File: src/rtl/pc_branch_unit.sv
// Fetch-side control: program counter, status flags, conditional jumps
// and a small CALL/RET return-address stack.
module pc_branch_unit #(
  parameter int PC_WIDTH    = 8,
  parameter int STACK_DEPTH = 4
) (
  input  logic                clk,
  input  logic                reset,
  input  logic                alu_z,
  input  logic                alu_n,
  input  logic                alu_c,
  input  logic                alu_v,
  input  logic                flags_we,
  input  logic [3:0]          jump_op,
  input  logic [PC_WIDTH-1:0] jump_target,
  input  logic                call,
  input  logic                ret,
  input  logic                stall,
  output logic [PC_WIDTH-1:0] im_addr,
  output logic [3:0]          flags_out,
  output logic                stack_overflow,
  output logic                stack_underflow
);

  localparam int SPW = $clog2(STACK_DEPTH + 1);
  localparam int IW  = $clog2(STACK_DEPTH);

  logic [PC_WIDTH-1:0] r_pc;
  logic [3:0]          r_flags;
  logic [SPW-1:0]      r_sp;
  logic                r_ovf;
  logic                r_unf;
  logic [PC_WIDTH-1:0] r_stack [STACK_DEPTH];

  logic [PC_WIDTH-1:0] w_pc_inc;
  logic                w_full;
  logic                w_empty;
  logic [IW-1:0]       w_push_idx;
  logic [IW-1:0]       w_top_idx;
  logic                w_take;
  logic                w_z, w_n, w_c, w_v;
  logic [SPW-1:0]      w_sp_dec;

  assign w_pc_inc   = r_pc + PC_WIDTH'(1);
  assign w_full     = (r_sp == SPW'(STACK_DEPTH));
  assign w_empty    = (r_sp == '0);
  assign w_sp_dec   = r_sp - SPW'(1);
  assign w_push_idx = r_sp[IW-1:0];
  assign w_top_idx  = w_sp_dec[IW-1:0];

  // Conditions always see the registered flags, never the live ALU bits
  assign {w_z, w_n, w_c, w_v} = r_flags;

  always_comb begin
    w_take = 1'b0;
    case (jump_op)
      4'd1:    w_take = 1'b1;
      4'd2:    w_take = w_z;
      4'd3:    w_take = ~w_z;
      4'd4:    w_take = ~w_z & ~w_n;
      4'd5:    w_take = w_n;
      4'd6:    w_take = ~w_n;
      4'd7:    w_take = w_z | w_n;
      4'd8:    w_take = w_c;
      4'd9:    w_take = w_v;
      default: w_take = 1'b0;
    endcase
  end

  always_ff @(posedge clk) begin
    if (reset) begin
      r_pc    <= '0;
      r_flags <= '0;
      r_sp    <= '0;
      r_ovf   <= 1'b0;
      r_unf   <= 1'b0;
    end else if (!stall) begin
      if (flags_we)
        r_flags <= {alu_z, alu_n, alu_c, alu_v};
      if (ret) begin
        if (!w_empty) begin
          r_pc <= r_stack[w_top_idx];
          r_sp <= w_sp_dec;
        end else begin
          r_unf <= 1'b1;
          r_pc  <= w_pc_inc;
        end
      end else if (call) begin
        if (!w_full) begin
          r_stack[w_push_idx] <= w_pc_inc;
          r_sp <= r_sp + SPW'(1);
          r_pc <= jump_target;
        end else begin
          r_ovf <= 1'b1;
          r_pc  <= w_pc_inc;
        end
      end else if (w_take) begin
        r_pc <= jump_target;
      end else begin
        r_pc <= w_pc_inc;
      end
    end
  end

  assign im_addr         = r_pc;
  assign flags_out       = r_flags;
  assign stack_overflow  = r_ovf;
  assign stack_underflow = r_unf;

endmodule

File: config.mk
export PLATFORM = sky130hd
export DESIGN_NAME = pc_branch_unit
export DESIGN_NICKNAME = d
export VERILOG_FILES = /design/src/rtl/pc_branch_unit.sv
export SDC_FILE = /design/constraint.sdc
export NUM_CORES = 1
export LEC_CHECK = 0
export BUFFER_PORTS_ARGS = -buffer_cell sky130_fd_sc_hd__buf_2
export CORE_MARGIN = 4
export CORE_UTILIZATION = 56
export CTS_CLUSTER_DIAMETER = 200
export DETAILED_ROUTE_END_ITERATION = 10
export GPL_ROUTABILITY_DRIVEN = 0
export GPL_TIMING_DRIVEN = 0
export PLACE_DENSITY = 0.79
export SLEW_MARGIN = 20
export SYNTH_ARGS = -nofsm -noshare
export SYNTH_HDL_FRONTEND = slang
export SYNTH_SLANG_ARGS = --single-unit
File: constraint.sdc
create_clock -name clk -period 2.85 [get_ports clk]
set_clock_uncertainty 0.05 [all_clocks]
set_input_delay 0.285 -clock clk [delete_from_list [all_inputs] [get_ports clk]]
set_output_delay 0.285 -clock clk [all_outputs]
set_load 0.05 [all_outputs]
==> impl_metrics.tcl, run 1 <==
set metrics [dict create \
    leakage_nw 0.9854 \
    via_per_inst 6.052 \
    grt-busiest-layer "met2" \
    nets 245 \
    cp_data_arrival_time_ps 2690 \
    synthArstFlopShare_pct 0 \
    tns_ps 0 \
    cts.path.max_buffers 2 \
    ctsHoldBuffers 0 \
    vias 1622 \
    irDropWorstVdd_mv 0.3705 \
    setup_viol 0 \
    regToRegEndpoint "im_addr[4]" \
    yosysWarnings 0 \
    crit_required_ps 2990 \
    grtUsageMet3_pct 4.848 \
    fmax_mhz 392.8 \
    antenna_found_initial 0 \
    cp_slowest_cell "ha_1" \
    cts.clk_slew.worst_paths_ps 80 \
    drt_iter0_markers 85 \
    syn_inst 177 \
    critPathLaunch "r_sp[0]" \
    path_class "register to register" \
    grt_pass1_wl_mm 8.066 \
    slowest_delay_ps 600 \
    fp.dieW_um 72.26 \
    r2r_cells 7 \
    syn-mean-instance-area_um2 13.06 \
    n_antenna_cell 0 \
    fin_util_pct 65.87 \
    ys_ff_latch 49 \
    clkSinkCount 49 \
    ant_nets 0 \
    ctsResizeCount 0 \
    final_common_cell "buf_2" \
    drv_slew 0 \
    totalWireLength_mm 4.964 \
    cp-end-kind "register" \
    synth_edf_count 32 \
    outcome "completed" \
    wl_per_cell_um 18.52 \
    synthesis.nets 205 \
    io_pins 36 \
    synth_area_um2 2312 \
    p_per_area_nw_per_um2 612.0 \
    reg2reg_slack_ps 300 \
    min_period_over_period_pct 89.32 \
    cts_setup_buffers 0 \
    finalCriticalPeriod_ps 2546 \
    slew_headroom_pct 60.27 \
    grt_util_all_layers_pct 20.63 \
    dp_hpwl_mm 3.635 \
    die_y_um 72.26 \
    worst_pin_slew_ps 592.4 \
    fillers 298 \
    rsz0062_at_grt "false" \
    syn_to_final_growth_pct 13.96 \
    grtUsageMet2_pct 34.18 \
    die-area_um2 5221 \
    cts_buffers 5 \
    drive_gt1_share_pct 27.06 \
    crit_path_end "im_addr[4]" \
    clock-root-buffer "clkbuf_8" \
    overflow 0 \
    layout_common_cells "buf_2, edfxtp_1, dfxtp_1, nor2_1" \
    hold_path.class "input port to register" \
    start_util_pct 57.80 \
    synth_ff_type "edfxtp_1" \
    met1_usage_pct 26.73 \
    grt_pass1_vias 1638 \
    insertion_delay_ps 300 \
    core_region_area_um2 4000 \
    cp_max_fo 10 \
    synth.distinct_cells 40 \
    htreeDepth 2 \
    firstDrtPassIters 5 \
    hold_violations 0 \
    r2r-start "r_sp[0]" \
    setup.worst_path.start_class "register" \
    max_cap_violations 0 \
    drc 0 \
    port_buffers 34 \
    cts_tree "built" \
    fp-row-count 23 \
    grt_max_degree 16 \
    cp_cell_sequence "buf_2, inv_1, ha_1, mux4_2, a21oi_1, o32ai_1, a221o_1" \
    yosysSeqAreaShare_pct 56.28 \
]
==> registers in the layout, summed over array words and instances (netlist names) <==
signal           flops
stack_overflow       1
r_sp                 3
stack_underflow      1
flags_out            4
im_addr              8
r_stack             32
==> cells by family (layout without fill, tap and decap cells) <==
logic type,after synthesis,count (layout),synth area share [%]
XOR/XNOR,10,10,3.788
buffers and inverters,13,54,2.489
AO/OA/AOI/OAI,30,30,11.04
adder cells (fa/ha/maj),6,6,3.247
multiplexers,13,13,10.01
AND/OR/NAND/NOR,56,56,13.15
flip-flops,49,49,56.28
==> cell type report <==
class | instances | area, um2 | area share [%]
tap | 50 | 62.56 | 2.374
sequential | 49 | 1301 | 49.38
clock buffer | 7 | 86.33 | 3.276
multi-input combinational | 115 | 953.4 | 36.18
buffer | 7 | 35.03 | 1.330
timing repair buffer | 34 | 170.2 | 6.458
clock inverter | 1 | 7.507 | 0.2849
inverter | 5 | 18.77 | 0.7122
==> worst min path at each step <==
stage / start / end / depth (start not counted)
6_report: jump_target[2] / im_addr[2] / 2
5_1_grt: jump_target[2] / im_addr[2] / 2
4_1_cts: jump_target[0] / im_addr[0] / 2
3_5_place_dp: stack_overflow / stack_overflow / 2
3_3_place_gp: stack_overflow / stack_overflow / 2
2_1_floorplan: jump_target[7] / im_addr[7] / 1
==> worst max-delay path: cells and delay by family (launching register included) <==
| kind | cells | cell delay [ps] |
|---|---|---|
| buffers and inverters | 2 | 490 |
| muxes | 1 | 390 |
| AOI/OAI and AO/OA | 3 | 530 |
| DFF | 1 | 370 |
| adders and majority gates | 1 | 600 |
==> metal layers <==
metal	routed length (um)	vias up
li1	-	754
met1	1977	812
met2	2627	47
met3	290	9
met4	70	0
met5	0	-
==> power by group <==
part,leakage (nW),internal [mW],switching [mW]
sequential,0.433,0.798,0.0312
clock,0.0445,0.197,0.220
combinational,0.508,0.138,0.228
==> synthesized netlist by cell type, drive strengths merged, types with 4 or more instances <==
cell,instances,area share (%)
edfxtp,32,42
dfxtp,17,15
nor2,16,2.6
a221o,8,3.5
mux4,8,7.8
nand3,7,1.5
a21oi,6,1.3
and2,6,1.7
ha,6,3.2
nand2,6,0.97
buf,5,1.2
inv,5,0.81
nor2b,5,1.4
xnor2,5,1.9
xor2,5,1.9
mux2i,4,1.7
nor3,4,0.87
==> through the flow <==
stage	instances	setup slack, ps	power, mW	hold slack, ps	cell area (um2)
2_1_floorplan	177	557.5	1.112	373.9	2312
3_3_place_gp	261	159.6	1.194	402.0	2545
3_5_place_dp	261	44.90	1.212	414.0	2545
4_1_cts	269	22.03	1.623	153.1	2639
5_1_grt	268	70.64	1.685	149.0	2635
6_report	268	304.3	1.613	153.6	2635
(Power assumes the default switching activity.)
==> inputs of run 2 (changes only) <==
Settings changed: REMOVE_ABC_BUFFERS set to 1.
==> impl_metrics.tcl, run 2 (same netlist as run 1, synthesis figures left out) <==
set metrics [dict create \
    largest_register_ffs 32 \
    p_comb_share_pct 19.7 \
    vias 1617 \
    clkSinkCount 49 \
    cts_buffers 5 \
    htreeDepth 2 \
    rsz0062_at_grt "false" \
    fp-row-count 23 \
    insertion_delay_ps 310 \
    crit_required_ps 2990 \
    fp.dieW_um 72.26 \
    grt_util_all_layers_pct 20.86 \
    critPathLaunch "r_sp[0]" \
    drt_iter0_markers 124 \
    p_per_area_nw_per_um2 670.3 \
    core_region_area_um2 4000 \
    switching_share_pct 27.72 \
    drive_gt1_share_pct 26.89 \
    intPower_mw 1.284 \
    cts_tree "built" \
    p_switching_mw 0.4924 \
    grt_pass1_wl_mm 8.045 \
    ant_nets 0 \
    irDropWorstVdd_mv 0.4221 \
    overflow 0 \
    hold_slack_ps 152.2 \
    wl_per_cell_um 19.37 \
    grt_max_degree 18 \
    cp_data_arrival_time_ps 2670 \
    setup.worst_path.start_class "register" \
    fillers 299 \
    cp_cell_sequence "inv_1, ha_1, mux4_2, a21oi_1, o32ai_1, a221o_1" \
    cts.clk_slew.worst_paths_ps 90 \
    port_buffers 35 \
    min_period_over_period_pct 88.68 \
    r2r-start "r_sp[0]" \
    seqPwrFrac_pct 47.5 \
    crit_path_end "im_addr[4]" \
    io_pins 36 \
    clock-root-buffer "clkbuf_8" \
    setup_viol 0 \
    finalCriticalPeriod_ps 2527 \
    via_per_inst 6.172 \
    worst_pin_slew_ps 599.0 \
    leakage_nw 0.9895 \
    cts.path.max_buffers 2 \
    final_common_cell "buf_2" \
    drv_slew 0 \
    cp-end-kind "register" \
    slew_headroom_pct 59.83 \
    cts_setup_buffers 0 \
    min-delay-start "jump_target[5]" \
    die_y_um 72.26 \
    finalPower_mw 1.776 \
    syn_to_final_growth_pct 14.61 \
    cp_max_fo 12 \
    layout_common_cells "buf_2, edfxtp_1, nor2_1, dfxtp_1" \
    path_class "register to register" \
    hold_violations 0 \
    dp_hpwl_mm 3.479 \
    p_clk_share_pct 32.8 \
    start_util_pct 57.80 \
    reg2reg_slack_ps 320 \
    r2r_cells 6 \
    drc 0 \
    die-area_um2 5221 \
    fmax_mhz 395.7 \
    slowest_delay_ps 650 \
    totalWireLength_mm 5.074 \
    antenna_found_initial 0 \
    regToRegEndpoint "im_addr[4]" \
    tns_ps 0 \
    outcome "completed" \
    max_cap_violations 0 \
    hold_path.class "input port to register" \
    firstDrtPassIters 4 \
    hold_depth 2 \
    nets 239 \
    grt_pass1_vias 1638 \
    n_antenna_cell 0 \
    cp_slowest_cell "ha_1" \
    regMostFlops "r_stack" \
]
## run 2: cell types whose count changed in the layout (fill, tap and decap cells not counted), sizes merged
cell	previous run	this run
inv	5	6
buf	39	35
clkinvlp	1	0
clkbuf	9	5
bufinv	0	2
## run 2: metal layers
layer	track usage, %	share of wire, %	wire, um	up-vias
met3	4.709	8.9	450	14
met5	0	0	0	-
met1	24.70	39	1964	781
met2	35.89	50	2547	79
li1	-	-	-	743
met4	9.812	2.2	112	0
## run 2: worst max-delay path, delay by kind of cell, from the launching register on
kind / cells / cell delay (ps)
adder cells (fa/ha/maj): 1 / 650
AO/OA/AOI/OAI: 3 / 560
buffers and inverters: 1 / 150
flip-flops: 1 / 600
multiplexers: 1 / 400
## run 2: worst min path at each step
| stage | endpoint |
|---|---|
| after global routing | im_addr[5] |
| after detailed placement | stack_underflow |
| final | im_addr[5] |
| after floorplan | flags_out[0] |
| after global placement | stack_overflow |
| after CTS | im_addr[1] |
## run 2: repair_timing
item	4_1_cts	5_1_grt
setup endpoints to repair	0	8
hold buffers	0	0
gates resized for setup	0	1
## run 2: final cells by class
type,count,area (um2),area share (%)
clock buffers,5,68.82,2.597
repair buffers,35,175.2,6.610
inverters,5,18.77,0.7082
clock inverters,3,68.82,2.597
flip-flops and latches,49,1303,49.15
multi-input cells,115,953.4,35.98
well taps,50,62.56,2.361
## run 2: per-stage QoR
step / utilization [%] / instance area, um2 / instances / worst slack (ps)
after floorplan: - / 2273 / 169 / 584.4
after CTS: 66.22 / 2649 / 262 / 1.674
after global placement: 62.78 / 2511 / 254 / 167.0
final: 66.25 / 2650 / 262 / 322.7
after detailed placement: 62.78 / 2511 / 254 / 94.49
after global routing: 66.25 / 2650 / 262 / 145.2
## run 2: power groups by stage
stage	logic (mW)	registers, mW	clock network, mW
after global routing	0.375	0.851	0.623
after floorplan	0.188	0.910	0
after global placement	0.329	0.856	0
after detailed placement	0.344	0.858	0
after CTS	0.348	0.844	0.590
final	0.350	0.844	0.583
